File: src/rtl/axil_shell_pkg.sv
// Shared definitions for the AXI4-Lite FIFO/CSR shell.
// Contents: response codes, the word-index base of each address region (computed from the
// resource counts), and the write/read channel FSM state types.
package axil_shell_pkg;

    localparam logic [1:0] RESP_OKAY   = 2'b00;
    localparam logic [1:0] RESP_SLVERR = 2'b10;
    localparam logic [1:0] RESP_DECERR = 2'b11;

    typedef enum logic {WIdle, WResp} wr_state_e;
    typedef enum logic {RIdle, RResp} rd_state_e;

    // Region order: PS2PL data, PS2PL free, PL2PS data, PL2PS occupancy, CSRs.
    // PS2PL data always starts at word 0.
    function automatic int unsigned free_base(input int unsigned n_ps2pl);
        return n_ps2pl;
    endfunction

    function automatic int unsigned pl2ps_base(input int unsigned n_ps2pl);
        return 2 * n_ps2pl;
    endfunction

    function automatic int unsigned occ_base(input int unsigned n_ps2pl,
                                             input int unsigned n_pl2ps);
        return 2 * n_ps2pl + n_pl2ps;
    endfunction

    function automatic int unsigned csr_base(input int unsigned n_ps2pl,
                                             input int unsigned n_pl2ps);
        return 2 * (n_ps2pl + n_pl2ps);
    endfunction

    // First word index that decodes as DECERR.
    function automatic int unsigned decode_end(input int unsigned n_ps2pl,
                                               input int unsigned n_pl2ps,
                                               input int unsigned n_regs);
        return 2 * (n_ps2pl + n_pl2ps) + n_regs;
    endfunction

endpackage

File: src/rtl/axil_fifo_csr_shell_if.sv
// AXI4-Lite bus bundle for the FIFO/CSR shell.
// slave modport: used by the shell; master modport: used by the host side.
interface axil_fifo_csr_shell_if #(
    parameter int unsigned ADDR_W = 10,
    parameter int unsigned DATA_W = 32
) ();
    logic [ADDR_W-1:0]   awaddr;
    logic                awvalid;
    logic                awready;
    logic [DATA_W-1:0]   wdata;
    logic [DATA_W/8-1:0] wstrb;
    logic                wvalid;
    logic                wready;
    logic [1:0]          bresp;
    logic                bvalid;
    logic                bready;
    logic [ADDR_W-1:0]   araddr;
    logic                arvalid;
    logic                arready;
    logic [DATA_W-1:0]   rdata;
    logic [1:0]          rresp;
    logic                rvalid;
    logic                rready;

    modport slave (
        input  awaddr, awvalid, wdata, wstrb, wvalid, bready, araddr, arvalid, rready,
        output awready, wready, bresp, bvalid, arready, rdata, rresp, rvalid
    );

    modport master (
        output awaddr, awvalid, wdata, wstrb, wvalid, bready, araddr, arvalid, rready,
        input  awready, wready, bresp, bvalid, arready, rdata, rresp, rvalid
    );
endinterface

File: src/rtl/axil_shell_fifo.sv
// Synchronous FIFO used for every PS2PL and PL2PS channel of the shell.
// Ports: clk/rst (async active-high), push_v/push_data (ignored when full),
// pop (ignored when empty), head_data/head_v, full, count (occupancy).
module axil_shell_fifo #(
    parameter int unsigned DATA_W     = 32,
    parameter int unsigned FIFO_DEPTH = 8,
    localparam int unsigned CNT_W     = $clog2(FIFO_DEPTH + 1)
) (
    input  logic              clk,
    input  logic              rst,
    input  logic              push_v,
    input  logic [DATA_W-1:0] push_data,
    input  logic              pop,
    output logic [DATA_W-1:0] head_data,
    output logic              head_v,
    output logic              full,
    output logic [CNT_W-1:0]  count
);
    localparam int unsigned PTR_W = $clog2(FIFO_DEPTH);

    logic [DATA_W-1:0] mem_q [FIFO_DEPTH];
    logic [PTR_W-1:0]  wr_ptr_q, rd_ptr_q;
    logic [CNT_W-1:0]  count_q;
    logic              push_ok, pop_ok;

    assign full      = (count_q == CNT_W'(FIFO_DEPTH));
    assign head_v    = (count_q != '0);
    assign head_data = mem_q[rd_ptr_q];
    assign count     = count_q;

    // A push while full is rejected even if a pop happens in the same cycle.
    assign push_ok = push_v && !full;
    assign pop_ok  = pop && head_v;

    always_ff @(posedge clk) begin
        if (push_ok) mem_q[wr_ptr_q] <= push_data;
    end

    // Depth is a power of two, so the pointers wrap by natural overflow.
    always_ff @(posedge clk or posedge rst) begin
        if (rst) begin
            wr_ptr_q <= '0;
            rd_ptr_q <= '0;
            count_q  <= '0;
        end else begin
            if (push_ok) wr_ptr_q <= wr_ptr_q + PTR_W'(1);
            if (pop_ok)  rd_ptr_q <= rd_ptr_q + PTR_W'(1);
            if (push_ok && !pop_ok)      count_q <= count_q + CNT_W'(1);
            else if (pop_ok && !push_ok) count_q <= count_q - CNT_W'(1);
        end
    end
endmodule

File: src/rtl/axil_fifo_csr_shell.sv
// AXI4-Lite slave exposing CSRs, PS-to-PL FIFOs, PL-to-PS FIFOs and their counters.
// Ports: aclk/areset (async active-high), s_axil (AXI4-Lite slave bundle),
// csr_o (flattened CSRs), ps2pl_data_o/v_o/yumi_i (PL consumer side of PS2PL FIFOs),
// pl2ps_data_i/v_i/ready_o (PL producer side of PL2PS FIFOs).
module axil_fifo_csr_shell
    import axil_shell_pkg::*;
#(
    parameter int unsigned DATA_W     = 32,
    parameter int unsigned ADDR_W     = 10,
    parameter int unsigned NUM_REGS   = 4,
    parameter int unsigned NUM_PS2PL  = 2,
    parameter int unsigned NUM_PL2PS  = 2,
    parameter int unsigned FIFO_DEPTH = 8
) (
    input  logic                          aclk,
    input  logic                          areset,
    axil_fifo_csr_shell_if.slave          s_axil,
    output logic [NUM_REGS*DATA_W-1:0]    csr_o,
    output logic [NUM_PS2PL*DATA_W-1:0]   ps2pl_data_o,
    output logic [NUM_PS2PL-1:0]          ps2pl_v_o,
    input  logic [NUM_PS2PL-1:0]          ps2pl_yumi_i,
    input  logic [NUM_PL2PS*DATA_W-1:0]   pl2ps_data_i,
    input  logic [NUM_PL2PS-1:0]          pl2ps_v_i,
    output logic [NUM_PL2PS-1:0]          pl2ps_ready_o
);
    localparam int unsigned CNT_W      = $clog2(FIFO_DEPTH + 1);
    localparam int unsigned FREE_BASE  = free_base(NUM_PS2PL);
    localparam int unsigned PL2PS_BASE = pl2ps_base(NUM_PS2PL);
    localparam int unsigned OCC_BASE   = occ_base(NUM_PS2PL, NUM_PL2PS);
    localparam int unsigned CSR_BASE   = csr_base(NUM_PS2PL, NUM_PL2PS);
    localparam int unsigned END_BASE   = decode_end(NUM_PS2PL, NUM_PL2PS, NUM_REGS);

    logic [NUM_REGS-1:0][DATA_W-1:0]  csr_q;
    logic [NUM_PS2PL-1:0][CNT_W-1:0]  ps2pl_count;
    logic [NUM_PL2PS-1:0][CNT_W-1:0]  pl2ps_count;
    logic [NUM_PL2PS-1:0][DATA_W-1:0] pl2ps_head;
    logic [NUM_PS2PL-1:0]             ps2pl_full, ps2pl_push;
    logic [NUM_PL2PS-1:0]             pl2ps_full, pl2ps_hv, pl2ps_pop;
    logic [NUM_REGS-1:0]              csr_we;

    wr_state_e   wr_state_q;
    rd_state_e   rd_state_q;
    logic        bvalid_q, rvalid_q, arready_q;
    logic [1:0]  bresp_q, rresp_q, wr_resp_d, rd_resp_d;
    logic [DATA_W-1:0] rdata_q, rd_data_d;
    logic        wr_fire, rd_fire;
    int unsigned widx, ridx;
    logic        unused_addr_lsb;

    assign unused_addr_lsb = ^{s_axil.awaddr[1:0], s_axil.araddr[1:0]};

    // AW and W are only accepted together, so a lone AW or W simply stalls.
    assign wr_fire        = (wr_state_q == WIdle) && s_axil.awvalid && s_axil.wvalid;
    assign s_axil.awready = wr_fire;
    assign s_axil.wready  = wr_fire;
    assign s_axil.bvalid  = bvalid_q;
    assign s_axil.bresp   = bresp_q;
    assign rd_fire        = s_axil.arvalid && arready_q;
    assign s_axil.arready = arready_q;
    assign s_axil.rvalid  = rvalid_q;
    assign s_axil.rresp   = rresp_q;
    assign s_axil.rdata   = rdata_q;

    assign csr_o         = csr_q;
    assign pl2ps_ready_o = ~pl2ps_full;

    for (genvar g = 0; g < NUM_PS2PL; g++) begin : g_ps2pl
        axil_shell_fifo #(.DATA_W(DATA_W), .FIFO_DEPTH(FIFO_DEPTH)) u_fifo (
            .clk       (aclk),
            .rst       (areset),
            .push_v    (ps2pl_push[g]),
            .push_data (s_axil.wdata),
            .pop       (ps2pl_yumi_i[g]),
            .head_data (ps2pl_data_o[g*DATA_W +: DATA_W]),
            .head_v    (ps2pl_v_o[g]),
            .full      (ps2pl_full[g]),
            .count     (ps2pl_count[g])
        );
    end

    for (genvar g = 0; g < NUM_PL2PS; g++) begin : g_pl2ps
        axil_shell_fifo #(.DATA_W(DATA_W), .FIFO_DEPTH(FIFO_DEPTH)) u_fifo (
            .clk       (aclk),
            .rst       (areset),
            .push_v    (pl2ps_v_i[g]),
            .push_data (pl2ps_data_i[g*DATA_W +: DATA_W]),
            .pop       (pl2ps_pop[g]),
            .head_data (pl2ps_head[g]),
            .head_v    (pl2ps_hv[g]),
            .full      (pl2ps_full[g]),
            .count     (pl2ps_count[g])
        );
    end

    // Write decode: effect strobes qualified by wr_fire, response computed every cycle.
    always_comb begin
        widx       = 32'(s_axil.awaddr[ADDR_W-1:2]);
        wr_resp_d  = RESP_DECERR;
        ps2pl_push = '0;
        csr_we     = '0;
        if (widx < FREE_BASE) begin
            wr_resp_d = RESP_SLVERR;
            for (int unsigned i = 0; i < NUM_PS2PL; i++) begin
                if (widx == i && !ps2pl_full[i]) begin
                    wr_resp_d     = RESP_OKAY;
                    ps2pl_push[i] = wr_fire;
                end
            end
        end else if (widx < CSR_BASE) begin
            wr_resp_d = RESP_SLVERR;
        end else if (widx < END_BASE) begin
            wr_resp_d = RESP_OKAY;
            for (int unsigned i = 0; i < NUM_REGS; i++) begin
                if (widx == CSR_BASE + i) csr_we[i] = wr_fire;
            end
        end
    end

    // Read decode: counters and heads are sampled before the accept-cycle update.
    always_comb begin
        ridx      = 32'(s_axil.araddr[ADDR_W-1:2]);
        rd_data_d = '0;
        rd_resp_d = RESP_DECERR;
        pl2ps_pop = '0;
        if (ridx < FREE_BASE) begin
            rd_resp_d = RESP_SLVERR;
        end else if (ridx < PL2PS_BASE) begin
            rd_resp_d = RESP_OKAY;
            for (int unsigned i = 0; i < NUM_PS2PL; i++) begin
                if (ridx == FREE_BASE + i) begin
                    rd_data_d = DATA_W'(FIFO_DEPTH) - DATA_W'(ps2pl_count[i]);
                end
            end
        end else if (ridx < OCC_BASE) begin
            rd_resp_d = RESP_SLVERR;
            for (int unsigned i = 0; i < NUM_PL2PS; i++) begin
                if (ridx == PL2PS_BASE + i && pl2ps_hv[i]) begin
                    rd_data_d    = pl2ps_head[i];
                    rd_resp_d    = RESP_OKAY;
                    pl2ps_pop[i] = rd_fire;
                end
            end
        end else if (ridx < CSR_BASE) begin
            rd_resp_d = RESP_OKAY;
            for (int unsigned i = 0; i < NUM_PL2PS; i++) begin
                if (ridx == OCC_BASE + i) rd_data_d = DATA_W'(pl2ps_count[i]);
            end
        end else if (ridx < END_BASE) begin
            rd_resp_d = RESP_OKAY;
            for (int unsigned i = 0; i < NUM_REGS; i++) begin
                if (ridx == CSR_BASE + i) rd_data_d = csr_q[i];
            end
        end
    end

    always_ff @(posedge aclk or posedge areset) begin
        if (areset) begin
            csr_q <= '0;
        end else begin
            for (int unsigned i = 0; i < NUM_REGS; i++) begin
                for (int unsigned b = 0; b < DATA_W / 8; b++) begin
                    if (csr_we[i] && s_axil.wstrb[b]) csr_q[i][b*8 +: 8] <= s_axil.wdata[b*8 +: 8];
                end
            end
        end
    end

    always_ff @(posedge aclk or posedge areset) begin
        if (areset) begin
            wr_state_q <= WIdle;
            bvalid_q   <= 1'b0;
            bresp_q    <= RESP_OKAY;
        end else begin
            case (wr_state_q)
                WIdle: if (wr_fire) begin
                    wr_state_q <= WResp;
                    bvalid_q   <= 1'b1;
                    bresp_q    <= wr_resp_d;
                end
                default: if (s_axil.bready) begin
                    wr_state_q <= WIdle;
                    bvalid_q   <= 1'b0;
                end
            endcase
        end
    end

    // arready is registered so it stays low until the first clock after reset.
    always_ff @(posedge aclk or posedge areset) begin
        if (areset) begin
            rd_state_q <= RIdle;
            arready_q  <= 1'b0;
            rvalid_q   <= 1'b0;
            rdata_q    <= '0;
            rresp_q    <= RESP_OKAY;
        end else begin
            case (rd_state_q)
                RIdle: begin
                    if (rd_fire) begin
                        rd_state_q <= RResp;
                        arready_q  <= 1'b0;
                        rvalid_q   <= 1'b1;
                        rdata_q    <= rd_data_d;
                        rresp_q    <= rd_resp_d;
                    end else begin
                        arready_q  <= 1'b1;
                    end
                end
                default: if (s_axil.rready) begin
                    rd_state_q <= RIdle;
                    rvalid_q   <= 1'b0;
                    arready_q  <= 1'b1;
                end
            endcase
        end
    end

    // The PL must only consume a head that is valid.
    assert property (@(posedge aclk) disable iff (areset) (ps2pl_yumi_i & ~ps2pl_v_o) == '0);
endmodule

File: src/flat_wrapper.sv
// flat-port wrapper written by rule: the top's interface ports become plain ports
module axil_fifo_csr_shell_flat import axil_shell_pkg::*;
#(
    parameter int unsigned DATA_W     = 32,
    parameter int unsigned ADDR_W     = 10,
    parameter int unsigned NUM_REGS   = 4,
    parameter int unsigned NUM_PS2PL  = 2,
    parameter int unsigned NUM_PL2PS  = 2,
    parameter int unsigned FIFO_DEPTH = 8
)
  (aclk, areset, csr_o, ps2pl_data_o, ps2pl_v_o, ps2pl_yumi_i, pl2ps_data_i, pl2ps_v_i, pl2ps_ready_o, s_axil_awaddr, s_axil_awvalid, s_axil_wdata, s_axil_wstrb, s_axil_wvalid, s_axil_bready, s_axil_araddr, s_axil_arvalid, s_axil_rready, s_axil_awready, s_axil_wready, s_axil_bresp, s_axil_bvalid, s_axil_arready, s_axil_rdata, s_axil_rresp, s_axil_rvalid);
  axil_fifo_csr_shell_if #(.ADDR_W(ADDR_W), .DATA_W(DATA_W)) s_axil_i ();
  input  logic aclk;
  input  logic areset;
  output logic [NUM_REGS*DATA_W-1:0] csr_o;
  output logic [NUM_PS2PL*DATA_W-1:0] ps2pl_data_o;
  output logic [NUM_PS2PL-1:0] ps2pl_v_o;
  input  logic [NUM_PS2PL-1:0] ps2pl_yumi_i;
  input  logic [NUM_PL2PS*DATA_W-1:0] pl2ps_data_i;
  input  logic [NUM_PL2PS-1:0] pl2ps_v_i;
  output logic [NUM_PL2PS-1:0] pl2ps_ready_o;
  input wire logic [$bits(s_axil_i.awaddr)-1:0] s_axil_awaddr;
  input wire logic [$bits(s_axil_i.awvalid)-1:0] s_axil_awvalid;
  input wire logic [$bits(s_axil_i.wdata)-1:0] s_axil_wdata;
  input wire logic [$bits(s_axil_i.wstrb)-1:0] s_axil_wstrb;
  input wire logic [$bits(s_axil_i.wvalid)-1:0] s_axil_wvalid;
  input wire logic [$bits(s_axil_i.bready)-1:0] s_axil_bready;
  input wire logic [$bits(s_axil_i.araddr)-1:0] s_axil_araddr;
  input wire logic [$bits(s_axil_i.arvalid)-1:0] s_axil_arvalid;
  input wire logic [$bits(s_axil_i.rready)-1:0] s_axil_rready;
  output wire logic [$bits(s_axil_i.awready)-1:0] s_axil_awready;
  output wire logic [$bits(s_axil_i.wready)-1:0] s_axil_wready;
  output wire logic [$bits(s_axil_i.bresp)-1:0] s_axil_bresp;
  output wire logic [$bits(s_axil_i.bvalid)-1:0] s_axil_bvalid;
  output wire logic [$bits(s_axil_i.arready)-1:0] s_axil_arready;
  output wire logic [$bits(s_axil_i.rdata)-1:0] s_axil_rdata;
  output wire logic [$bits(s_axil_i.rresp)-1:0] s_axil_rresp;
  output wire logic [$bits(s_axil_i.rvalid)-1:0] s_axil_rvalid;
  assign s_axil_i.awaddr = s_axil_awaddr;
  assign s_axil_i.awvalid = s_axil_awvalid;
  assign s_axil_i.wdata = s_axil_wdata;
  assign s_axil_i.wstrb = s_axil_wstrb;
  assign s_axil_i.wvalid = s_axil_wvalid;
  assign s_axil_i.bready = s_axil_bready;
  assign s_axil_i.araddr = s_axil_araddr;
  assign s_axil_i.arvalid = s_axil_arvalid;
  assign s_axil_i.rready = s_axil_rready;
  assign s_axil_awready = s_axil_i.awready;
  assign s_axil_wready = s_axil_i.wready;
  assign s_axil_bresp = s_axil_i.bresp;
  assign s_axil_bvalid = s_axil_i.bvalid;
  assign s_axil_arready = s_axil_i.arready;
  assign s_axil_rdata = s_axil_i.rdata;
  assign s_axil_rresp = s_axil_i.rresp;
  assign s_axil_rvalid = s_axil_i.rvalid;
  axil_fifo_csr_shell #(.DATA_W(DATA_W), .ADDR_W(ADDR_W), .NUM_REGS(NUM_REGS), .NUM_PS2PL(NUM_PS2PL), .NUM_PL2PS(NUM_PL2PS), .FIFO_DEPTH(FIFO_DEPTH)) u_core (.aclk(aclk), .areset(areset), .s_axil(s_axil_i), .csr_o(csr_o), .ps2pl_data_o(ps2pl_data_o), .ps2pl_v_o(ps2pl_v_o), .ps2pl_yumi_i(ps2pl_yumi_i), .pl2ps_data_i(pl2ps_data_i), .pl2ps_v_i(pl2ps_v_i), .pl2ps_ready_o(pl2ps_ready_o));
endmodule
File: config.mk
export PLATFORM = sky130hd
export DESIGN_NAME = axil_fifo_csr_shell_flat
export DESIGN_NICKNAME = d
export VERILOG_FILES = /design/src/rtl/axil_shell_pkg.sv /design/src/rtl/axil_fifo_csr_shell_if.sv /design/src/rtl/axil_shell_fifo.sv /design/src/rtl/axil_fifo_csr_shell.sv /design/src/flat_wrapper.sv
export SDC_FILE = /design/constraint.sdc
export NUM_CORES = 1
export LEC_CHECK = 0
export ABC_AREA = 1
export CAP_MARGIN = 30
export CORE_MARGIN = 5
export CORE_UTILIZATION = 53
export DETAILED_ROUTE_END_ITERATION = 6
export PLACE_DENSITY = 0.73
export SLEW_MARGIN = 20
export SYNTH_ARGS = -nofsm -noshare
export SYNTH_HDL_FRONTEND = slang
export SYNTH_SLANG_ARGS = --single-unit
File: constraint.sdc
create_clock -name aclk -period 9 [get_ports aclk]
set_clock_uncertainty 0.05 [all_clocks]
set_input_delay 0.9 -clock aclk [delete_from_list [all_inputs] [get_ports aclk]]
set_output_delay 0.9 -clock aclk [all_outputs]
set_load 0.01 [all_outputs]
# Word-level counts from Yosys, hierarchy flattened
# Memory sizes are Yosys's and may differ from the RTL's.
# Index checks and enable logic that the tools add are counted.
[word_totals]
word_cells = 229
mem_bits_rw = 1024
reg_bits = 209
in_bits = 131
out_inout_bits = 237
mem_count = 4
[op_classes]
n_addsub = 18
n_reduce_logical = 66
n_eq_ne = 21
order_cmp = 8
muxes = 73
bitwise_logic = 3
[memory_table]
columns = ["memory", "words", "word_bits", "read_ports", "rd_ports_with_merged_regs", "wr", "line_no", "source"]
rows = [
  ["u_core.g_pl2ps[0].u_fifo.mem_q", 8, 32, 1, 0, 1, "axil_shell_fifo.sv:21", "logic [DATA_W-1:0] mem_q [FIFO_DEPTH];"],
  ["u_core.g_pl2ps[1].u_fifo.mem_q", 8, 32, 1, 0, 1, "axil_shell_fifo.sv:21", ""],
  ["u_core.g_ps2pl[0].u_fifo.mem_q", 8, 32, 1, 0, 1, "axil_shell_fifo.sv:21", ""],
  ["u_core.g_ps2pl[1].u_fifo.mem_q", 8, 32, 1, 0, 1, "axil_shell_fifo.sv:21", ""],
]
[ops]
columns = ["cell", "n"]
rows = [
  ["$mux 32", 13],
  ["$eq 8x4->1 const B", 8],
  ["$mux 4", 13],
  ["$logic_and 1x1->1", 39],
  ["$eq 8x3->1 const B", 4],
  ["$lt 8x4->1 const B", 4],
  ["$mux 2", 16],
  ["$mux 1", 31],
  ["$add 3x1->3 const B", 8],
  ["$add 4x1->4 const B", 4],
  ["$eq 4x4->1 const B", 4],
  ["$eq 8x2->1 const B", 2],
  ["$lt 8x2->1 const B", 2],
  ["$lt 8x3->1 const B", 2],
  ["$reduce_bool 4->1", 4],
  ["$sub 4x1->4 const B", 4],
  ["$logic_not 1->1", 12],
  ["$reduce_bool 2->1", 6],
  ["$sub 4x4->5 const A", 2],
  ["$eq 8x1->1 const B", 1],
  ["$logic_not 8->1", 1],
  ["$reduce_and 2->1", 4],
  ["$ne 2x2->1 const B", 2],
  ["$not 1->1", 2],
  ["$not 2->2", 1],
]

# Depth between registers and ports, before layout
# Gate-level depths: netlist (run 1).
[logic_depth]
ltp_word = 10
depth_mapped = 17
ltp_nobuf = 17

# Modules after synthesis
# A second synthesis (run 1) with hierarchy kept.
[hier_totals]
hier_cells = 5926
hier_area_um2 = 55485.7
[modules_own_cells]
columns = ["module", "area_per_inst_um2", "n_inst", "cells_each", "seq_area_each_um2"]
rows = [
  ["axil_shell_fifo", 11633.7, 4, 1186, 7937.6],
  ["axil_fifo_csr_shell", 8951.1, 1, 1182, 4229.1],
]

# Worst setup path after synthesis (run 1)
# No wires, ideal clock.
[synth_timing]
kind = "input port to flip-flop"
startpoint = "input s_axil_awaddr[8]"
endpoint = "memory u_core.g_ps2pl[0].u_fifo.mem_q[4][0], enable pin"
setup_slack_ns = 4.364
arrival_time_ns = 4.124
path_stages = 6
required_time_ns = 8.489
setup_ns = 0.461
path_buffers = 0
path_cell_list = "or2_4 > nor2_4 > nand3_1 > nor3_2 > nand2_1 > nor3_1"
[synth_via]
elab_chain_len = 7
word_cells_on_any_way = 8
classes_between = "order compare: 1; mux: 4; reduce/logical: 3"
[synth_rtl]
columns = ["element", "line_no", "source"]
rows = [
  ["from (decl)", "flat_wrapper.sv:22", "input wire logic [$bits(s_axil_i.awaddr)-1:0] s_axil_awaddr;"],
  ["branches (longest 3 deep; another with $lt 8x2->1)", "n/a", ""],
  ["$mux 2 (*)", "axil_fifo_csr_shell.sv:101", "if (widx < FREE_BASE) begin"],
  ["$logic_and 1x1->1 (*)", "axil_shell_fifo.sv:32", "assign push_ok = push_v && !full;"],
  ["named net u_core.g_ps2pl[0].u_fifo.push_ok", "axil_shell_fifo.sv:24", "logic push_ok, pop_ok;"],
  ["$mux 1 (*)", "axil_shell_fifo.sv:36", "if (push_ok) mem_q[wr_ptr_q] <= push_data;"],
  ["$mux 1 (not written as such) (*)", "axil_shell_fifo.sv:36", ""],
  ["to (decl)", "axil_shell_fifo.sv:21", ""],
]
# Mark *: on every way through the listed nets, which the timed path passes.

# Final worst setup path (run 1)
[layout_timing]
startpoint = "register u_core.g_ps2pl[1].u_fifo.rd_ptr_q[0]"
endpoint = "output ps2pl_data_o[54]"
[layout_via]
elab_chain_len = 1
[layout_rtl]
columns = ["element", "line_no", "source"]
rows = [
  ["from (decl)", "axil_shell_fifo.sv:22", "logic [PTR_W-1:0] wr_ptr_q, rd_ptr_q;"],
  ["from (signal assigned)", "axil_shell_fifo.sv:47", "if (pop_ok) rd_ptr_q <= rd_ptr_q + PTR_W'(1);"],
  ["$mem_v2 8x32", "n/a", ""],
  ["to (decl)", "flat_wrapper.sv:16", "output logic [NUM_PS2PL*DATA_W-1:0] ps2pl_data_o;"],
]
# Every way passes these cells.

==> reports/qor.csv, run 1 <==
stage,metric,value,unit
outcome,run status,finished clean,
synthesis,count of cell types in the netlist,47,
global_route,vias in the first global route,33230,
synthesis,mean instance size in the synthesized netlist,11.43,µm²
critical_path,critical path class,reg2out,
critical_path,"Arr. time, crit path",4140,ps
pwr,fraction of power spent switching nets,29.97,%
run,number of maximum-capacitance violations,0,
die,Std-Cell Core Area,94730,µm²
cts,number of resized instances in the post-cts repair step,0,
placed_design,total half-perimeter wirelength after legalization and detailed placement,90.61,mm
hold_path,class of the tightest hold or removal check,reg2reg,
placed_design,dpl cells,5861,
hold_path,worst hold path endpoint,u_core.s_axil.bvalid$_DFFE_PP0P_,
cells_and_area,Layout Area Growth over Synthesis,17.79,%
placed_design,number of buffers inserted by port buffering,363,
synthesis,count of synthesis-stage warnings from yosys,0,
timing,Final setup violation count,0,
critical_path,crit path max fanout,86,
cells_and_area,utilization after layout,62.76,%
pwr,clock group share of total power,32.3,%
timing,transition time of the tightest slew-check pin,1026,ps
hold_path,Hold Crit Start,u_core.wr_state_q$_DFF_PP0_,
critical_path,Worst Setup End Kind,primary output,
critical_path,startpoint of the most critical register-to-register path,u_core.g_pl2ps[0].u_fifo.rd_ptr_q[0]$_DFFE_PP0P_,
detailed_routing,Via density,5.808,
cells_and_area,number of nets at the end of the flow,4876,
pwr,Pint,10.74,mW
global_route,maximum number of pins on one net before global-route repair,96,
timing,final critical-path share of the clock period,56.59,%
timing,final hold violation count,0,
pwr,maximum VDD drop,0.1950,mV
cts,number of buffers on the longest clock path,3,
timing,count of pins over their slew limit,0,
pwr,power density over cell area,258.0,nW/µm²
detailed_routing,first-pass iteration count of the detailed router,6,
pwr,leakage power,21.76,nW
die,y dimension of the die,318.6,µm
detailed_routing,per-cell routed wire length,23.98,µm
cts,Clock Sinks,1233,
pwr,sw power,4.597,mW
cts,CTS tree,done,
detailed_routing,Post-DRT Antenna Nets,0,
detailed_routing,overall via count from detail_route,35460,
synthesis,Cells after Synth,4417,
synthesis,cell area after technology mapping,50480,µm²
cts,Inserted Clock Buffers,119,
placed_design,Post-Place Cell Area,55450,µm²
global_route,GRT Util Overall,28.14,%
die,initial standard-cell utilization of the core,53.29,%
cells_and_area,"Design Area, Final",59460,µm²
timing,fmax,196.3,MHz
critical_path,kind of launch point of the worst setup path,flop,
detailed_routing,DRC viols,0,
pwr,combinational cell fraction of total power,22.7,%
synthesis,total of flip-flops plus latches after synthesis,1233,
placed_design,final weighted congestion in routability-driven placement,0.8650,
global_route,global-route wire length before repair,214.8,mm
global_route,initial antenna violation count,16,
detailed_routing,Routed WL,146.4,mm
timing,worst slew slack as a fraction of its limit,31.61,%
hold_path,WHS Path Cells,1,
cells_and_area,share of layout cells above drive strength 1,8.041,%
critical_path,required time of the critical path,8050,ps
synthesis,post-synthesis sequential area ratio,71.28,%
pwr,sequential cell fraction of total power,45.0,%
die,Boundary Pins,368,
timing,unrepaired setup endpoints after global routing,no,
cts,buffer count from post-CTS setup fixing,0,
detailed_routing,drt first-iter violations,4844,
global_route,overall overflow remaining after global route,0,
cts,root buffer cell,sky130_fd_sc_hd__clkbuf_16,
die,Rows,113,
cts,clock input transition at the sequential cells of the worst setup and hold paths,50,ps
critical_path,number of cells on the worst reg-to-reg path,10,
critical_path,worst reg2reg endpoint,u_core.s_axil.rdata[9]$_DFFE_PP0P_,
cells_and_area,non-filler instance count after layout,6105,
cts,htree depth,3,
die,Die Outline Area,101500,µm²
cts,number of hold buffers added after CTS,0,
timing,shortest period the worst path allows,5093,ps
critical_path,register-to-register path setup slack,5450,ps
cts,insertion delay to the later sink of the worst-skew pair,730,ps
synthesis,Mapped Nets,4574,
timing,final hold slack,396.8,ps
timing,aggregate negative setup slack,0,ps
die,die width,318.6,µm
## layout by cell type, fill, tap and decap left out, drive strengths merged, types with 2 or more instances in the layout
master	n
nand3	486
clkdlybuf4s50	363
o221ai	2
dfrtp	209
clkinvlp	8
or2	8
edfxtp	1024
mux2	2
nor3	20
fa	4
inv	133
nand2	818
a211oi	3
bufinv	7
xor2	19
nor4	2
diode	15
clkinv	43
o211ai	3
o21ai	518
a31oi	65
a21oi	13
ha	22
nor2	708
nand4	17
o22ai	67
xnor2	8
clkbuf	170
buf	75
## critical path: stages, from the launching register on
cell,delay [ps]
sky130_fd_sc_hd__dfrtp_4,680
sky130_fd_sc_hd__clkinv_2,500
sky130_fd_sc_hd__buf_4,710
sky130_fd_sc_hd__o21ai_0,170
sky130_fd_sc_hd__o22ai_1,180
sky130_fd_sc_hd__nor2_1,90
sky130_fd_sc_hd__a31oi_1,410
sky130_fd_sc_hd__clkdlybuf4s50_1,630
## synth_stat cells (all sizes together)
| cell | instances | share of area, % |
|---|---|---|
| o31ai | 1 | 0.015 |
| nand3b | 1 | 0.015 |
| a21o | 1 | 0.015 |
| buf | 95 | 0.94 |
| nor2 | 708 | 5.3 |
| dfrtp | 209 | 10 |
| nand4 | 17 | 0.21 |
| ha | 22 | 0.55 |
| o21bai | 1 | 0.015 |
| a31oi | 65 | 0.81 |
| o22ai | 67 | 0.83 |
| o21ai | 518 | 5.4 |
| edfxtp | 1024 | 61 |
| clkbuf | 162 | 1.2 |
| a211oi | 3 | 0.045 |
| a21oi | 13 | 0.14 |
| nand3 | 486 | 4.8 |
| o211ai | 3 | 0.045 |
| nor4 | 2 | 0.084 |
| xnor2 | 8 | 0.14 |
| o221ai | 2 | 0.035 |
| mux2 | 2 | 0.045 |
| fa | 4 | 0.16 |
| and3 | 1 | 0.012 |
| or2 | 8 | 0.10 |
| nand2 | 818 | 6.2 |
| inv | 134 | 1.0 |
| nor3b | 1 | 0.015 |
| nor3 | 20 | 0.23 |
| o2111ai | 1 | 0.017 |
| xor2 | 19 | 0.33 |
| o21a | 1 | 0.015 |
## power groups by stage
stage / sequential [mW] / clock (mW) / combinational (mW)
global placement: 6.99 / 0 / 3.39
global route: 6.93 / 5.26 / 3.80
floorplan: 6.91 / 0 / 1.99
detailed placement: 7.00 / 0 / 3.48
CTS: 6.89 / 5.00 / 3.49
finish: 6.90 / 4.96 / 3.48
## sequential cells by signal (all words and copies together) (netlist names), 6 cells and up
| name | flops |
|---|---|
| u_core.g_pl2ps.u_fifo.mem_q | 512 |
| u_core.g_ps2pl.u_fifo.mem_q | 512 |
| u_core.csr_o | 128 |
| u_core.s_axil.rdata | 32 |
| u_core.g_pl2ps.u_fifo.count | 8 |
| u_core.g_ps2pl.u_fifo.count | 8 |
| u_core.g_pl2ps.u_fifo.rd_ptr_q | 6 |
| u_core.g_pl2ps.u_fifo.wr_ptr_q | 6 |
| u_core.g_ps2pl.u_fifo.rd_ptr_q | 6 |
| u_core.g_ps2pl.u_fifo.wr_ptr_q | 6 |
## cells by family (layout without fill, tap and decap cells)
group / after synthesis / count (layout) / synth area share (%)
xor+xnor: 27 / 27 / 0.4685
mux: 2 / 2 / 0.04461
compound gates: 676 / 676 / 7.347
buf+inv: 391 / 799 / 3.143
fa+ha+maj: 26 / 26 / 0.7040
other cells: 0 / 15 / 0
simple gates: 2062 / 2062 / 17.01
flops: 1233 / 1233 / 71.28
## final cells by class
cell class	count	area [µm²]
clock inverters	57	556.8
repair buffers	438	4264
fillers	7141	35270
flip-flops and latches	1233	36000
diodes	15	37.54
clock buffers	170	3381
inverters	134	514.2
well taps	1265	1583
multi-input cells	2793	13120
## per-stage QoR
step / worst slack (ps) / power, mW
4_1_cts: 3876 / 15.39
3_5_place_dp: 4133 / 10.48
6_report: 3907 / 15.34
5_1_grt: 3722 / 15.99
2_1_floorplan: 2341 / 8.899
3_3_place_gp: 4187 / 10.38
## worst max path at each step
stage / start / end / slack (ps) / depth (start not counted)
6_report: u_core.g_ps2pl[1].u_fifo.rd_ptr_q[0]$_DFFE_PP0P_ / ps2pl_data_o[54] / 3910 / 7
4_1_cts: u_core.g_ps2pl[1].u_fifo.rd_ptr_q[0]$_DFFE_PP0P_ / ps2pl_data_o[58] / 3880 / 7
5_1_grt: u_core.g_ps2pl[1].u_fifo.rd_ptr_q[0]$_DFFE_PP0P_ / ps2pl_data_o[50] / 3720 / 7
3_3_place_gp: s_axil_araddr[6] / u_core.g_pl2ps[0].u_fifo.count[3]$_DFFE_PP0P_ / 4190 / 16
3_5_place_dp: s_axil_araddr[8] / u_core.g_pl2ps[0].u_fifo.count[3]$_DFFE_PP0P_ / 4130 / 15
2_1_floorplan: areset / u_core.csr_o[0]$_DFFE_PP0P_ / 2340 / 1
## routing by layer
metal	track usage, %	part of all wire [%]
met5	0	0.053
met4	11.55	4.3
met2	42.92	45
met1	38.63	39
met3	7.938	12
Power figures use the tool's default switching activity.
==> run 2, diff against run 1 <==
- PLACE_DENSITY: 0.73 -> 0.76
- clock period: 9 -> 4.4 ns (I/O delays scaled with it)
==> run 2 against run 1 <==
Cell count is 0.57% higher. Global-route usage is 0.30 points higher. Critical path depth stayed put. Sequential power is 100% higher. Wire length is 1.4% higher. Cell area is 0.54% higher. Worst setup slack worse by 3500 ps. Clock-buffer cell count stayed put. Sequential cell count stayed put. Core utilization is 0.34 points higher.
==> reports/qor.csv, run 2 (same netlist as run 1, synthesis figures left out) <==
stage,metric,value,unit
hold_path,class of the tightest hold or removal check,in2async,
die,y dimension of the die,318.6,µm
global_route,overall overflow remaining after global route,0,
detailed_routing,first-pass iteration count of the detailed router,6,
detailed_routing,Routed WL,148.5,mm
global_route,initial antenna violation count,27,
cells_and_area,number of nets at the end of the flow,4907,
critical_path,kind of launch point of the worst setup path,flop,
critical_path,register-to-register path setup slack,1070,ps
critical_path,end point of the critical path,ps2pl_data_o[53],
placed_design,number of buffers inserted by port buffering,363,
detailed_routing,overall via count from detail_route,36190,
cells_and_area,"commonest cells after routing, fill and taps aside","1024 x sky130_fd_sc_hd__edfxtp_1, 801 x sky130_fd_sc_hd__nand2_1, 686 x sky130_fd_sc_hd__nor2_1",
timing,final hold slack,166.1,ps
cts,number of buffers on the longest clock path,3,
critical_path,critical path class,reg2out,
cells_and_area,share of layout cells above drive strength 1,8.543,%
die,Std-Cell Core Area,94730,µm²
die,initial standard-cell utilization of the core,53.29,%
timing,shortest period the worst path allows,4015,ps
global_route,GRT Util Overall,28.44,%
outcome,run status,finished clean,
pwr,maximum VDD drop,0.3512,mV
global_route,global-route wire length before repair,217.9,mm
die,Boundary Pins,368,
critical_path,startpoint of the most critical register-to-register path,u_core.g_ps2pl[1].u_fifo.count[0]$_DFFE_PP0P_,
cells_and_area,fill count,6920,
cts,Inserted Clock Buffers,120,
critical_path,required time of the critical path,3910,ps
timing,Final setup violation count,0,
critical_path,crit path max fanout,50,
pwr,power density over cell area,529.9,nW/µm²
critical_path,worst reg2reg endpoint,u_core.g_ps2pl[1].u_fifo.count[3]$_DFFE_PP0P_,
pwr,leakage power,21.94,nW
critical_path,number of cells on the worst reg-to-reg path,17,
timing,transition time of the tightest slew-check pin,1042,ps
cells_and_area,"leading cell type in the layout, fill and taps excluded",sky130_fd_sc_hd__edfxtp_1,
global_route,vias in the first global route,34380,
timing,unrepaired setup endpoints after global routing,no,
cts,htree depth,3,
timing,aggregate negative setup slack,0,ps
cts,buffer count from post-CTS setup fixing,0,
cts,Clock Sinks,1233,
detailed_routing,Via density,5.894,
die,die width,318.6,µm
cells_and_area,area occupied by multi-input gates,13100,µm²
detailed_routing,per-cell routed wire length,24.18,µm
die,Die Outline Area,101500,µm²
critical_path,launching element of the worst setup path,u_core.g_ps2pl[1].u_fifo.rd_ptr_q[0]$_DFFE_PP0P_,
timing,final critical-path share of the clock period,91.26,%
timing,worst slew slack as a fraction of its limit,30.00,%
cts,insertion delay to the later sink of the worst-skew pair,750,ps
timing,count of pins over their slew limit,0,
cells_and_area,Layout Area Growth over Synthesis,18.42,%
placed_design,final weighted congestion in routability-driven placement,0.8904,
placed_design,total half-perimeter wirelength after legalization and detailed placement,90.82,mm
cells_and_area,Reg area,36000,µm²
cts,number of hold buffers added after CTS,0,
die,Rows,113,
global_route,maximum number of pins on one net before global-route repair,130,
detailed_routing,Post-DRT Antenna Nets,0,
timing,final hold violation count,0,
critical_path,Worst Setup End Kind,primary output,
cts,clock input transition at the sequential cells of the worst setup and hold paths,60,ps
timing,fmax,249.1,MHz
detailed_routing,DRC viols,0,
detailed_routing,drt first-iter violations,5147,
run,number of maximum-capacitance violations,0,
cts,CTS tree,done,
critical_path,"Arr. time, crit path",3530,ps
cts,number of resized instances in the post-cts repair step,0,
cts,root buffer cell,sky130_fd_sc_hd__clkbuf_16,
## run 2: cell count changes in the layout (fill, tap and decap cells not counted), sizes merged
| cell | previous run | this run |
|---|---|---|
| diode | 15 | 17 |
| inv | 133 | 139 |
| clkinv | 43 | 46 |
| buf | 75 | 105 |
| clkinvlp | 8 | 2 |
## run 2: worst min path at each step
stage	end	slack (ps)	cells past startpoint
3_5_place_dp	u_core.s_axil.bvalid$_DFFE_PP0P_	410	1
3_3_place_gp	u_core.s_axil.bvalid$_DFFE_PP0P_	380	1
2_1_floorplan	u_core.s_axil.bvalid$_DFFE_PP0P_	370	1
6_report	u_core.csr_o[20]$_DFFE_PP0P_	170	3
5_1_grt	u_core.csr_o[20]$_DFFE_PP0P_	210	3
4_1_cts	u_core.csr_o[46]$_DFFE_PP0P_	170	3
## run 2: routing by layer
metal / wire (µm) / GRT usage [%] / vias to the layer above
met1: 55370 / 38.27 / 17480
met2: 68680 / 44.30 / 2212
met5: 115 / 0 / -
met3: 18310 / 8.249 / 302
met4: 5982 / 11.17 / 22
li1: - / - / 16180
## run 2: critical path, stage by stage, from the launching register on
cell                              delay [ps]
sky130_fd_sc_hd__dfrtp_4                 690
sky130_fd_sc_hd__clkinv_2                120
sky130_fd_sc_hd__buf_4                   440
sky130_fd_sc_hd__o21ai_0                 160
sky130_fd_sc_hd__o22ai_1                 240
sky130_fd_sc_hd__nor2_1                   80
sky130_fd_sc_hd__a31oi_1                 430
sky130_fd_sc_hd__clkdlybuf4s50_1         630
## run 2: area by class of cell
class	count	area share [%]
tap	1265	2.648
clock buffer	170	5.647
inverter	134	0.8561
sequential	1233	60.23
antenna	17	0.07117
timing repair buffer	468	7.682
multi-input combinational	2793	21.92
clock inverter	60	0.9524
## run 2: report_power, final
group	switching [mW]	total, mW	internal, mW
Combinational	4.76	7.45	2.69
Clock	4.42	10.2	5.78
Sequential	0.416	14.0	13.6
Total	9.60	31.7	22.1
## run 2: per-stage QoR
stage                     util (%)  cells  area [µm²]  worst slack [ps]  power [mW]
final                        63.10   6140       59770             384.8       31.68
after detailed placement     58.87   5892       55770             767.9       21.62
after CTS                    63.04   6122       59710             305.1       31.72
after global placement       58.84   5891       55740             813.2       21.40
after global routing         63.07   6130       59750             261.5       32.94
after floorplan                  -   4417       50480             224.5       18.20
